==> config.mk <==
export PLATFORM = sky130hd
export DESIGN_NAME = uart_line_receiver
export DESIGN_NICKNAME = d
export VERILOG_FILES = /design/src/rtl/uart_line_receiver.sv
export SDC_FILE = /design/constraint.sdc
export NUM_CORES = 1
export LEC_CHECK = 0
export ABC_AREA = 1
export CAP_MARGIN = 20
export CELL_PAD_IN_SITES_DETAIL_PLACEMENT = 1
export CELL_PAD_IN_SITES_GLOBAL_PLACEMENT = 2
export CORE_MARGIN = 2
export CORE_UTILIZATION = 36
export DETAILED_ROUTE_END_ITERATION = 16
export PLACE_DENSITY = 0.75
export SETUP_SLACK_MARGIN = 0.05
export SLEW_MARGIN = 20
export SYNTH_ARGS = -nofsm -noshare
export SYNTH_HDL_FRONTEND = slang
export SYNTH_SLANG_ARGS = --single-unit
==> constraint.sdc <==
create_clock -name clk -period 3.1 [get_ports clk]
set_clock_uncertainty 0.05 [all_clocks]
set_input_delay 0.775 -clock clk [delete_from_list [all_inputs] [get_ports clk]]
set_output_delay 0.775 -clock clk [all_outputs]
set_load 0.01 [all_outputs]
==> src/rtl/uart_line_receiver.sv <==
// Collects uart_rx bytes into LF-terminated lines (CR stripped), flags "HELLO ALINX",
// and replays each completed line over a valid/ready byte port.
module uart_line_receiver #(
    parameter int MAX_LEN = 16
) (
    input  logic       clk,
    input  logic       rst_n,
    input  logic [7:0] rx_data,
    input  logic       rx_data_valid,
    output logic       rx_data_ready,
    output logic       line_valid,
    output logic [5:0] line_len,
    output logic       line_match,
    output logic       overflow,
    output logic [7:0] rd_data,
    output logic       rd_valid,
    input  logic       rd_ready
);
    localparam int         PTR_W     = $clog2(MAX_LEN);
    localparam logic [5:0] MAX_CNT   = 6'(MAX_LEN);
    localparam logic [5:0] MATCH_LEN = 6'd11;
    localparam logic [7:0] CHAR_CR   = 8'h0D;
    localparam logic [7:0] CHAR_LF   = 8'h0A;

    typedef enum logic {COLLECT, READOUT} state_t;

    state_t             state_q, state_d;
    logic [5:0]         count_q, count_d;
    logic               drop_q, drop_d;
    logic               match_ok_q, match_ok_d;
    logic [PTR_W-1:0]   rd_ptr_q, rd_ptr_d;
    logic               line_valid_q, line_valid_d;
    logic [5:0]         line_len_q, line_len_d;
    logic               line_match_q, line_match_d;
    logic               overflow_q, overflow_d;
    logic               rd_valid_q, rd_valid_d;
    logic               wr_en;
    logic [7:0]         line_buf_q [MAX_LEN];

    // Reference line "HELLO ALINX", one character per payload position.
    function automatic logic [7:0] match_char(input logic [5:0] idx);
        case (idx)
            6'd0:    return 8'h48;
            6'd1:    return 8'h45;
            6'd2:    return 8'h4C;
            6'd3:    return 8'h4C;
            6'd4:    return 8'h4F;
            6'd5:    return 8'h20;
            6'd6:    return 8'h41;
            6'd7:    return 8'h4C;
            6'd8:    return 8'h49;
            6'd9:    return 8'h4E;
            6'd10:   return 8'h58;
            default: return 8'h00;
        endcase
    endfunction

    always_comb begin
        state_d      = state_q;
        count_d      = count_q;
        drop_d       = drop_q;
        match_ok_d   = match_ok_q;
        rd_ptr_d     = rd_ptr_q;
        line_valid_d = 1'b0;
        line_len_d   = line_len_q;
        line_match_d = line_match_q;
        overflow_d   = overflow_q;
        rd_valid_d   = rd_valid_q;
        wr_en        = 1'b0;
        unique case (state_q)
            COLLECT: begin
                if (rx_data_valid) begin
                    if (rx_data == CHAR_LF) begin
                        // A bare LF with nothing collected or dropped is not a line.
                        if (count_q != 6'd0 || drop_q) begin
                            line_valid_d = 1'b1;
                            line_len_d   = count_q;
                            overflow_d   = drop_q;
                            line_match_d = match_ok_q && (count_q == MATCH_LEN) && !drop_q;
                            rd_valid_d   = 1'b1;
                            rd_ptr_d     = '0;
                            state_d      = READOUT;
                            count_d      = 6'd0;
                            drop_d       = 1'b0;
                            match_ok_d   = 1'b1;
                        end
                    end else if (rx_data != CHAR_CR) begin
                        if (count_q < MAX_CNT) begin
                            wr_en      = 1'b1;
                            count_d    = count_q + 6'd1;
                            match_ok_d = match_ok_q && (count_q < MATCH_LEN)
                                         && (rx_data == match_char(count_q));
                        end else begin
                            drop_d     = 1'b1;
                            match_ok_d = 1'b0;
                        end
                    end
                end
            end
            READOUT: begin
                if (rd_valid_q && rd_ready) begin
                    if (6'(rd_ptr_q) == line_len_q - 6'd1) begin
                        rd_valid_d = 1'b0;
                        rd_ptr_d   = '0;
                        state_d    = COLLECT;
                    end else begin
                        rd_ptr_d = rd_ptr_q + PTR_W'(1);
                    end
                end
            end
            default: state_d = COLLECT;
        endcase
    end

    always_ff @(posedge clk or negedge rst_n) begin
        if (!rst_n) begin
            state_q      <= COLLECT;
            count_q      <= 6'd0;
            drop_q       <= 1'b0;
            match_ok_q   <= 1'b1;
            rd_ptr_q     <= '0;
            line_valid_q <= 1'b0;
            line_len_q   <= 6'd0;
            line_match_q <= 1'b0;
            overflow_q   <= 1'b0;
            rd_valid_q   <= 1'b0;
        end else begin
            state_q      <= state_d;
            count_q      <= count_d;
            drop_q       <= drop_d;
            match_ok_q   <= match_ok_d;
            rd_ptr_q     <= rd_ptr_d;
            line_valid_q <= line_valid_d;
            line_len_q   <= line_len_d;
            line_match_q <= line_match_d;
            overflow_q   <= overflow_d;
            rd_valid_q   <= rd_valid_d;
        end
    end

    // Payload storage needs no reset; only positions below line_len are ever read.
    always_ff @(posedge clk) begin
        if (wr_en) begin
            line_buf_q[count_q[PTR_W-1:0]] <= rx_data;
        end
    end

    assign rx_data_ready = (state_q == COLLECT);
    assign line_valid    = line_valid_q;
    assign line_len      = line_len_q;
    assign line_match    = line_match_q;
    assign overflow      = overflow_q;
    assign rd_valid      = rd_valid_q;
    assign rd_data       = rd_valid_q ? line_buf_q[rd_ptr_q] : 8'h00;

endmodule

## Yosys cells after proc, flatten, opt, wreduce, memory -nomap -nowiden

Memories as Yosys holds them, arrays and structs flattened.
Cells that the tools add are included.

- Register bits: 23
- RAM bits: 128
- Memory bits (read-only): 112
- Bits of input ports: 12
- Output and inout bits: 19
- Word-level logic and storage cells: 91
- Memories kept: 2

Memory list:

| name | words | width | rd ports | clocked after Yosys merged registers in | wr ports | line | text |
|---|---|---|---|---|---|---|---|
| line_buf_q | 16 | 8 | 1 | 0 | 1 | 38 | `logic [7:0] line_buf_q [MAX_LEN];` |
| (no name shown) | 16 | 7 | 1 | 0 | 0 | 42 | `case (idx)` |

- Add/sub/neg operators: 3
- $lt $le $gt $ge: 2
- Equality and inequality tests: 12
- Multiplexer cells: 44
- Bitwise logic cells: 1
- Reduce and logical (&&, ||, !) cells: 17

Operators by type and width:

| cell | count |
|---|---|
| two-way mux 8 bit | 7 |
| two-way mux 1 bit | 25 |
| two-way mux 6 bit | 4 |
| two-way mux 4 bit | 5 |
| AND reduction 5 bit | 3 |
| AND reduction 4 bit | 3 |
| inequality test 2 x 1 -> 1 bit, second input constant | 5 |
| == test 8 x 4 -> 1 bit, second input constant | 1 |
| == test 8 bit | 1 |
| inequality test 8 x 4 -> 1 bit, second input constant | 1 |
| one-hot mux 4 bit (2 select lines) | 1 |
| adder 6 x 1 -> 6 bit, second input constant | 1 |
| == test 4 x 6 -> 1 bit | 1 |
| == test 6 x 4 -> 1 bit, second input constant | 1 |
| less-than comparator 6 x 4 -> 1 bit, second input constant | 1 |
| less-than comparator 6 x 5 -> 1 bit, second input constant | 1 |
| nonzero test 6 bit | 1 |
| subtractor 6 x 1 -> 6 bit, second input constant | 1 |
| logical AND 1 bit | 5 |
| adder 4 x 1 -> 4 bit, second input constant | 1 |
| inequality test 2 bit, second input constant | 2 |
| one-hot mux 1 bit (2 select lines) | 2 |
| nonzero test 2 bit | 2 |
| logical NOT 2 bit | 1 |
| other kinds (3) | 3 |

## Logic depth before layout (Yosys ltp)

Gate-level depths: netlist of the first run.

- Word-level depth: 12
- Mapped depth: 14

## Worst setup path before layout of the first run

Ideal clock, no wire load.

- Path kind: in2reg
- Start point: in rx_data_valid
- End point: mem line_buf_q[4][0], enable pin
- Library setup time: 370 ps
- Data arrival time: 1864 ps
- Path slack: 816 ps
- Stages on the path: 8
- Buffers on the path: 0
- Path through: inv_1 > nor2_2 > inv_1 > nor2_2 > nand3_2 > inv_2 > nand2_1 > nor2_1

- Longest elaborated chain between the ends: 4

Ends and longest elaborated chain:

| item | line | text |
|---|---|---|
| start, declared | 9 | `input logic rx_data_valid,` |
| two-way mux 1 bit | 72 | `if (rx_data_valid) begin` |
| two-way mux 1 bit | 70 | `unique case (state_q)` |
| two-way mux 1 bit | 143 | `if (wr_en) begin` |
| two-way mux 1 bit (not written as such) | 144 | `line_buf_q[count_q[PTR_W-1:0]] <= rx_data;` |
| end, declared | 38 |  |

Every way passes these cells.

## Final worst setup path of the first run

- Start point: reg rd_ptr_q[1]
- End point: out rd_data[4]

- Longest elaborated chain between the ends: 2

Ends and longest elaborated chain:

| item | line | text |
|---|---|---|
| start, declared | 31 | `logic [PTR_W-1:0] rd_ptr_q, rd_ptr_d;` |
| start signal, assigned | 132 | `rd_ptr_q <= rd_ptr_d;` |
| memory (16 x 8 bit) | - |  |
| two-way mux 8 bit | 154 | `assign rd_data = rd_valid_q ? line_buf_q[rd_ptr_q] : 8'h00;` |
| end, declared | 15 | `output logic [7:0] rd_data,` |

Every way passes these cells.

==> results.py, run 1 <==
metrics = {
    "finish": {
        "final_common_cell": "edfxtp_1",
        "nets": 718,
        "final_cell_mix": "edfxtp_1, nor2_1, nand2_1",
        "nFillCells": 2017,
        "ff_latch_area_sq_um": 4420,
        "area_growth_pct": 23.4,
        "drive_gt1_share_pct": 14.9,
        "multi_input_area_sq_um": 2020,
        "diodes": 0,
    },
    "synthesis": {
        "synth_top_area_cell": "edfxtp_1",
        "syn_area_per_cell_sq_um": 10.8,
        "synthXorXnorAreaFrac_pct": 0.520,
        "synth_top_family_by_area": "simple AND/OR/NAND/NOR gates",
        "synth-seq-area-share_pct": 65.6,
        "yosys_warnings": 0,
        "netlist_instances": 626,
        "yosys.area_share.simple_pct": 16.2,
        "synth_compound_area_share_pct": 11.4,
        "synth_mux_area_share_pct": 0,
        "synth_fa_ha_area_share_pct": 1.67,
        "ys_ff_latch": 151,
        "ys_top_cells_by_area": "edfxtp_1, dfrtp_1, nor2_1",
        "synth_cell_types": 31,
        "syn_area_sq_um": 6730,
        "syn_nets": 647,
        "synth_top_cell_area_share_pct": 57.1,
    },
    "die": {
        "core_sq_um": 18500,
        "die-area_sq_um": 19800,
        "start_util_pct": 36.4,
        "row_count": 50,
        "boundaryPins": 31,
        "fp.dieH_um": 141,
        "die_w_um": 141,
    },
    "run": {
        "drv_cap": 0,
    },
    "critical_path": {
        "critPathLaunchType": "flop",
        "crit_arrival_ps": 2170,
        "slowest_stage": "dfrtp_2",
        "endpoint_kind": "output pin",
        "path_max_fanout": 32,
        "cp_cell_sequence": "buf_12, o21ai_0, o221ai_1, nand3_1, a21oi_1, clkdlybuf4s15_1",
        "max_stage_delay_ps": 510,
        "crit_type": "flop to output pin",
        "r2r_slack_ps": 850,
        "cp_data_required_time_ps": 2270,
    },
    "sta": {
        "slew_headroom_pct": 50.1,
        "slew_violations": 0,
        "hold_viol": 0,
        "fmax_mhz": 334,
        "fin_crit_ps": 2990,
        "holdWs_ps": 445,
        "rsz0062_at_grt": "true",
        "fin_crit_sh_pct": 96.5,
        "layout_setup_ws_ps": 108,
        "setup_violations": 0,
        "tightest_slew_ps": 746,
    },
    "power": {
        "power-per-cell-area_nw_per_um2": 527,
        "p_leak_nw": 3.05,
        "irDropWorstVdd_uv": 404,
    },
    "drt": {
        "drt_iter0_drc": 442,
        "ant_nets": 0,
        "wl_mm": 21.8,
        "wl_per_cell_um": 23.1,
        "num_vias": 5159,
        "drc": 0,
        "drtPass1Iterations": 5,
        "vias_per_cell": 5.47,
    },
    "grt": {
        "antenna_found_initial": 0,
        "grt_pass1_vias": 5386,
        "grt_usage_pct": 22.6,
        "grt_max_degree": 37,
        "grt_pass1_wl_mm": 32.9,
        "overflow": 0,
    },
    "place": {
        "place_ws_ps": 19.2,
        "dp_hpwl_mm": 14.0,
        "gp_congestion": 0.853,
        "portBuffers": 30,
    },
    "hold_path": {
        "min_path_type": "flop to flop",
    },
    "status": {
        "status": "finished clean",
    },
    "clocking": {
        "cts_tree": "yes",
        "root_buffer": "clkbuf_16",
        "clock-sinks": 151,
        "hold_buffers": 0,
        "clkTransAtPathRegs_ps": 60,
        "cts_max_level": 4,
        "ctsLongestPathBuffers": 2,
        "clock_latency_ps": 420,
        "cts-buffers-inserted": 17,
    },
}
through the flow:
| stage | area [sq um] | setup TNS (ps) | total power (W) | utilization, % | std cells |
|---|---|---|---|---|---|
| floorplan | 6730 | 0 | 0.00226 | - | 626 |
| global placement | 7530 | 0 | 0.00233 | 40.7 | 901 |
| detailed placement | 7530 | 0 | 0.00233 | 40.7 | 901 |
| CTS | 8280 | 0 | 0.00439 | 44.7 | 941 |
| global route | 8310 | -1.81 | 0.00447 | 44.9 | 944 |
| finish | 8310 | 0 | 0.00438 | 44.9 | 944 |
power breakdown:
| part | leakage, nW | internal, W | switching [W] |
|---|---|---|---|
| clock | 0.271 | 0.00128 | 0.000806 |
| sequential | 1.42 | 0.00220 | 0.000000442 |
| combinational | 1.36 | 0.0000261 | 0.0000569 |
| total | 3.05 | 0.00351 | 0.000863 |
path summary, 6_finish.rpt:
kind                       cells after the start                to        start
min in group asynchronous                      2       line_len[4]        rst_n
hold reg to reg                                2        line_match   line_match
setup reg to reg                               4  line_buf_q[8][0]   count_q[3]
hold / removal                                 2        line_match   line_match
setup / recovery                               6        rd_data[4]  rd_ptr_q[1]
max in group asynchronous                      2        match_ok_q        rst_n
what timing repair did:
item	CTS	global route
pin swaps	6	8
gates resized for setup	32	13
cloned	4	1
setup buffers	4	2
endpoints found under the setup margin	8	8
synth_stat cells:
master,number
buf_2,11
xnor2_1,3
o211ai_1,23
nor2_4,1
buf_4,5
nand2_1,81
nand2_2,1
clkbuf_1,10
nand3_2,3
nor3_1,1
nor2_2,4
dfrtp_1,22
inv_2,4
o22ai_1,2
clkbuf_2,1
o21ai_1,6
ha_1,9
inv_1,32
nor2_1,125
o21ai_0,81
clkinv_1,1
nor3_2,1
dfstp_2,1
nand3_1,38
nand2_4,1
buf_6,3
o221ai_1,9
xor2_1,1
edfxtp_1,128
a21oi_1,13
nand4_1,5
worst max-delay path: cells and delay by family (launching register included):
| family | cells | cell delay [ps] |
|---|---|---|
| buffers and inverters | 2 | 500 |
| flip-flops | 1 | 510 |
| AND/OR/NAND/NOR | 1 | 180 |
| AO/OA/AOI/OAI | 3 | 540 |
cells by family after synthesis:
family | Yosys count
flops | 151
xor+xnor | 4
fa+ha+maj | 9
simple gates | 261
compound gates | 134
buf+inv | 67
sequential cells by signal, indices dropped and copies added (netlist names):
register,count
overflow,1
line_len,6
line_buf_q,128
line_match,1
count_q,6
line_valid,1
drop_q,1
state_q,1
rd_ptr_q,4
match_ok_q,1
rd_valid,1
layer usage:
metal	wire [um]	part of all wire [%]	track usage (%)
met1	9480	44	29.9
met2	10700	49	37.7
met3	1030	4.7	4.01
met4	574	2.6	8.21
met5	0	0	0
area by class of cell:
class                           instances  share of cell area [%]
Multi-Input combinational cell        408                    24.3
Sequential cell                       151                    53.2
Timing Repair inverter                  1                  0.0452
Tap cell                              234                    3.52
Inverter                               37                    1.84
Timing Repair Buffer                   81                    9.96
Clock inverter                          9                    1.55
Clock buffer                           23                    5.51
Power figures use the tool's default switching activity.
==> run 2, diff against run 1 <==
CTS_BUF_LIST = sky130_fd_sc_hd__clkbuf_4   (was default)
==> run 2 against run 1 <==
Hold slack improved by 18 ps. Count of clock-buffer cells in the layout is 1 lower. Die area stayed put. Utilization grew 0.95 points. First-iteration DRC count up 5.0%. Clock power is 38% lower. Non-clock buffer count up 19. Critical path depth increased by 3. Register-to-register slack got worse by 60 ps. Critical endpoint is now rd_data[1].
==> results.py, run 2 (synthesis results as in run 1) <==
metrics = {
    "status": {
        "status": "finished clean",
    },
    "die": {
        "fp.dieH_um": 141,
        "boundaryPins": 31,
        "die-area_sq_um": 19800,
        "row_count": 50,
        "die_w_um": 141,
        "core_sq_um": 18500,
        "start_util_pct": 36.4,
    },
    "clocking": {
        "clock-sinks": 151,
        "clkTransAtPathRegs_ps": 130,
        "root_buffer": "clkbuf_4",
        "ctsLongestPathBuffers": 2,
        "clock_latency_ps": 560,
        "cts_tree": "yes",
        "cts-buffers-inserted": 17,
        "hold_buffers": 0,
        "cts_max_level": 4,
    },
    "critical_path": {
        "crit_type": "flop to output pin",
        "r2r_slack_ps": 790,
        "crit_arrival_ps": 2240,
        "critPathLaunchType": "flop",
        "path_max_fanout": 8,
        "cp_data_required_time_ps": 2270,
        "slowest_stage": "dfrtp_2",
        "regToRegStartpoint": "count_q[3]",
        "r2r_end": "line_buf_q[10][3]",
        "endpoint_kind": "output pin",
        "cp_cell_sequence": "buf_6, inv_12, buf_12, buf_16, nor2_1, o221ai_1, nand3_1, a21oi_1, buf_2",
        "worstRegToRegCells": 4,
        "max_stage_delay_ps": 460,
    },
    "drt": {
        "num_vias": 5314,
        "vias_per_cell": 5.51,
        "drtPass1Iterations": 8,
        "ant_nets": 0,
        "drt_iter0_drc": 464,
        "wl_mm": 23.2,
        "drc": 0,
        "wl_per_cell_um": 24.1,
    },
    "sta": {
        "rsz0062_at_grt": "true",
        "slew_headroom_pct": 40.8,
        "fin_crit_sh_pct": 99.0,
        "setup_violations": 0,
        "timing.setup.tns_ps": 0,
        "holdWs_ps": 463,
        "hold_viol": 0,
        "slew_violations": 0,
        "fin_crit_ps": 3070,
        "tightest_slew_ps": 885,
        "fmax_mhz": 326,
    },
    "power": {
        "p_leak_nw": 3.10,
        "power-per-cell-area_nw_per_um2": 423,
        "irDropWorstVdd_uv": 169,
    },
    "grt": {
        "grt_usage_pct": 23.6,
        "antenna_found_initial": 1,
        "grt_max_degree": 24,
        "grt_pass1_wl_mm": 33.8,
        "overflow": 0,
        "grt_pass1_vias": 5517,
    },
    "finish": {
        "area_growth_pct": 26.0,
        "fin_area_sq_um": 8480,
        "final_common_cell": "edfxtp_1",
        "nets": 737,
        "final_cell_mix": "edfxtp_1, nor2_1, nand2_1",
        "drive_gt1_share_pct": 22.1,
        "largest_register_ffs": 128,
        "final_cells": 964,
    },
    "place": {
        "gp_congestion": 0.853,
        "dp_hpwl_mm": 14.0,
        "portBuffers": 30,
        "place_inst": 901,
        "dpl-instance-area_sq_um": 7530,
    },
    "hold_path": {
        "min_path_type": "flop to flop",
        "hold_depth": 2,
        "min_to": "line_match",
        "min_from": "line_match",
    },
    "run": {
        "drv_cap": 0,
    },
}
run 2: timing repair:
| item | CTS | global route |
|---|---|---|
| gates cloned | 10 | 2 |
| resized for setup | 86 | 35 |
| endpoints found under the setup margin | 8 | 8 |
| pin swaps | 27 | 25 |
| endpoints found under the hold margin | 0 | 0 |
| buffers inserted | 15 | 3 |
run 2: where the power goes:
part / switching (W) / leakage (nW) / internal [W]
logic: 0.0000573 / 1.53 / 0.0000261
registers: 0.000000450 / 1.42 / 0.00220
clock network: 0.000707 / 0.151 / 0.000597
total: 0.000764 / 3.10 / 0.00282
run 2: worst max-delay path by stage:
stage,from,to,slack [ps],cells after the start
floorplan,rx_data_valid,line_buf_q[4][0],820,8
global placement,rd_ptr_q[1],rd_data[0],1,6
detailed placement,rd_ptr_q[1],rd_data[0],20,6
CTS,rd_ptr_q[0],rd_data[7],10,8
global route,rd_ptr_q[0],rd_data[7],-70,9
finish,rd_ptr_q[0],rd_data[1],30,9
run 2: area by class of cell:
| class | count | area [sq um] |
|---|---|---|
| fillers | 2028 | 10000 |
| flip-flops and latches | 151 | 4420 |
| multi-input cells | 408 | 2140 |
| repair buffers | 100 | 1150 |
| well taps | 234 | 293 |
| clock buffers | 22 | 165 |
| inverters | 37 | 160 |
| clock inverters | 10 | 133 |
| repair inverters | 1 | 8.76 |
| diodes | 1 | 2.50 |
run 2: metrics by stage:
step                utilization (%)  power [W]  setup WS (ps)
global route                   45.8    0.00368          -71.8
floorplan                         -    0.00226            816
global placement               40.7    0.00233           1.05
CTS                            45.0    0.00361           10.2
detailed placement             40.7    0.00233           19.2
finish                         45.8    0.00359           31.1
run 2: per-layer routing:
metal / vias to the layer above / wire length, um / part of all wire [%] / track usage, %
li1: 2388 / - / - / -
met1: 2709 / 9880 / 43 / 30.4
met2: 190 / 11500 / 49 / 39.2
met4: 0 / 595 / 2.6 / 9.84
met3: 27 / 1260 / 5.4 / 4.45
met5: - / 0 / 0 / 0
run 2: critical path: cells and delay by family (launching register included):
family,cells,cell delay [ps]
AO/OA/AOI/OAI,2,330
buffers and inverters,5,670
flip-flops,1,460
AND/OR/NAND/NOR,2,210
==> run 3, diff against run 2 <==
GPL_TIMING_DRIVEN = 0   (was default)
SKIP_LAST_GASP = 1   (was default)
==> run 3 against run 2 <==
The flow now finishes with violations (negative setup slack). Register-to-register slack got worse by 270 ps. Power grew 1.2%. Sequential share of layout area is 1.9 points higher. Largest cell class unchanged. Sequential power hardly changed. Critical endpoint is now rd_data[6]. Sequential cell count is the same. Die area is the same.
==> results.py, run 3 (synthesis results as in run 1) <==
metrics = {
    "status": {
        "status": "finished with violations",
        "violations": "negative setup slack",
    },
    "drt": {
        "ant_nets": 0,
        "vias_per_cell": 5.44,
        "drt_iter0_drc": 385,
        "wl_per_cell_um": 22.6,
        "drtPass1Iterations": 5,
        "wl_mm": 21.4,
        "drc": 0,
        "num_vias": 5155,
    },
    "clocking": {
        "cts-buffers-inserted": 17,
        "clock-sinks": 151,
        "hold_buffers": 0,
        "clock_latency_ps": 560,
        "root_buffer": "clkbuf_4",
        "cts_tree": "yes",
        "ctsLongestPathBuffers": 2,
        "cts_max_level": 4,
        "clkTransAtPathRegs_ps": 130,
    },
    "place": {
        "portBuffers": 30,
        "dp_hpwl_mm": 13.9,
        "gp_congestion": 0.837,
        "place_ws_ps": -1130,
    },
    "finish": {
        "final_cell_mix": "edfxtp_1, nor2_1, nand2_1",
        "final_common_cell": "edfxtp_1",
        "area_growth_pct": 21.4,
        "drive_gt1_share_pct": 21.5,
        "largest_register_ffs": 128,
        "nets": 721,
    },
    "critical_path": {
        "crit_type": "flop to output pin",
        "critPathLaunchType": "flop",
        "endpoint_kind": "output pin",
        "cp_data_required_time_ps": 2270,
        "regToRegStartpoint": "state_q",
        "r2r_end": "line_buf_q[0][5]",
        "crit_arrival_ps": 2340,
        "path_max_fanout": 7,
        "r2r_slack_ps": 520,
        "worstRegToRegCells": 7,
        "startpoint": "rd_ptr_q[0]",
    },
    "sta": {
        "timing.setup.tns_ps": -335,
        "holdWs_ps": 124,
        "fin_crit_ps": 3160,
        "fmax_mhz": 316,
        "layout_setup_ws_ps": -63.2,
        "slew_violations": 0,
        "fin_crit_sh_pct": 102,
        "tightest_slew_ps": 1000,
        "rsz0062_at_grt": "true",
        "setup_violations": 8,
        "hold_viol": 0,
        "slew_headroom_pct": 33.3,
    },
    "die": {
        "die-area_sq_um": 19800,
        "row_count": 50,
        "start_util_pct": 36.4,
        "fp.dieH_um": 141,
        "boundaryPins": 31,
        "die_w_um": 141,
        "core_sq_um": 18500,
    },
    "power": {
        "swShare_pct": 21.1,
        "power_frac_clock_pct": 37.6,
        "internal_power_w": 0.00287,
        "p_switching_w": 0.000765,
        "p_leak_nw": 2.95,
        "comb_power_share_pct": 1.7,
        "irDropWorstVdd_uv": 229,
        "power-per-cell-area_nw_per_um2": 444,
        "p_seq_share_pct": 60.6,
    },
    "grt": {
        "grt_usage_pct": 22.3,
        "use_met1_pct": 30.2,
        "grt_max_degree": 24,
        "antenna_found_initial": 1,
        "grt_pass1_vias": 5416,
        "overflow": 0,
        "met3_usage_pct": 3.33,
        "use_met2_pct": 37.1,
        "grt_pass1_wl_mm": 32.7,
        "grt.busiest_layer": "met2",
    },
    "hold_path": {
        "min_path_type": "input pin to asynchronous set/reset pin",
    },
    "run": {
        "drv_cap": 0,
    },
}
run 3: changes by cell type in the layout (fill, tap and decap cells not counted), moves of 3 or more:
| cell | delta |
|---|---|
| a21oi_1 | -4 |
| a21oi_2 | +4 |
| buf_16 | -6 |
| buf_2 | +4 |
| buf_4 | -20 |
| buf_8 | +3 |
| clkbuf_2 | +9 |
| clkdlybuf4s50_1 | -9 |
| clkinv_4 | +3 |
| clkinvlp_4 | -3 |
| o21ai_0 | +8 |
| o21ai_1 | -7 |
run 3: per-stage QoR:
| step | util, % | power (W) | instance area (sq um) | std cells |
|---|---|---|---|---|
| finish | 44.2 | 0.00363 | 8180 | 947 |
| global route | 44.2 | 0.00374 | 8180 | 947 |
| CTS | 43.8 | 0.00366 | 8120 | 940 |
| detailed placement | 39.6 | 0.00232 | 7330 | 890 |
| global placement | 39.6 | 0.00231 | 7330 | 890 |
| floorplan | - | 0.00226 | 6730 | 626 |
run 3: critical path: stages, from the launching register on:
cell      delay (ps)
dfrtp_2          480
inv_2            110
buf_12           140
buf_12           130
nor2_2            40
o211ai_1         360
o211ai_1         170
a21oi_2          180
buf_2            150
run 3: layout make-up:
class	count	area (sq um)
Sequential cell	151	4420
Fill cell	2034	10300
Antenna cell	1	2.50
Inverter	37	150
Clock buffer	19	143
Tap cell	234	293
Multi-Input combinational cell	408	2140
Clock inverter	12	178
Timing Repair Buffer	56	492
Buffer	29	354
run 3: repair_timing:
action / in CTS / in global routing
gates cloned: 2 / 0
gates resized for setup: 138 / 31
pin swaps: 28 / 13
setup buffers: 18 / 6
endpoints found under the setup margin: 136 / 136
run 3: worst max path at each step:
stage | end | slack, ps | cells past startpoint
floorplan | line_buf_q[4][0] | 820 | 8
global placement | line_buf_q[3][1] | -1050 | 9
detailed placement | line_buf_q[2][4] | -1130 | 9
CTS | rd_data[7] | -100 | 8
global route | rd_data[1] | -140 | 9
finish | rd_data[6] | -60 | 8
run 3: power groups by stage:
stage,registers (W),clock network (W),logic (W)
6_report,0.00220,0.00137,0.0000628
4_1_cts,0.00220,0.00139,0.0000645
3_5_place_dp,0.00225,0,0.0000683
3_3_place_gp,0.00225,0,0.0000651
5_1_grt,0.00220,0.00147,0.0000678
2_1_floorplan,0.00225,0,0.00000945
run 3: metal layers:
metal	share of wire, %	up-vias	wire (um)
met5	0	-	0
met1	45	2655	9670
met3	3.9	30	835
met2	49	119	10400
met4	2.0	0	422
li1	-	2351	-
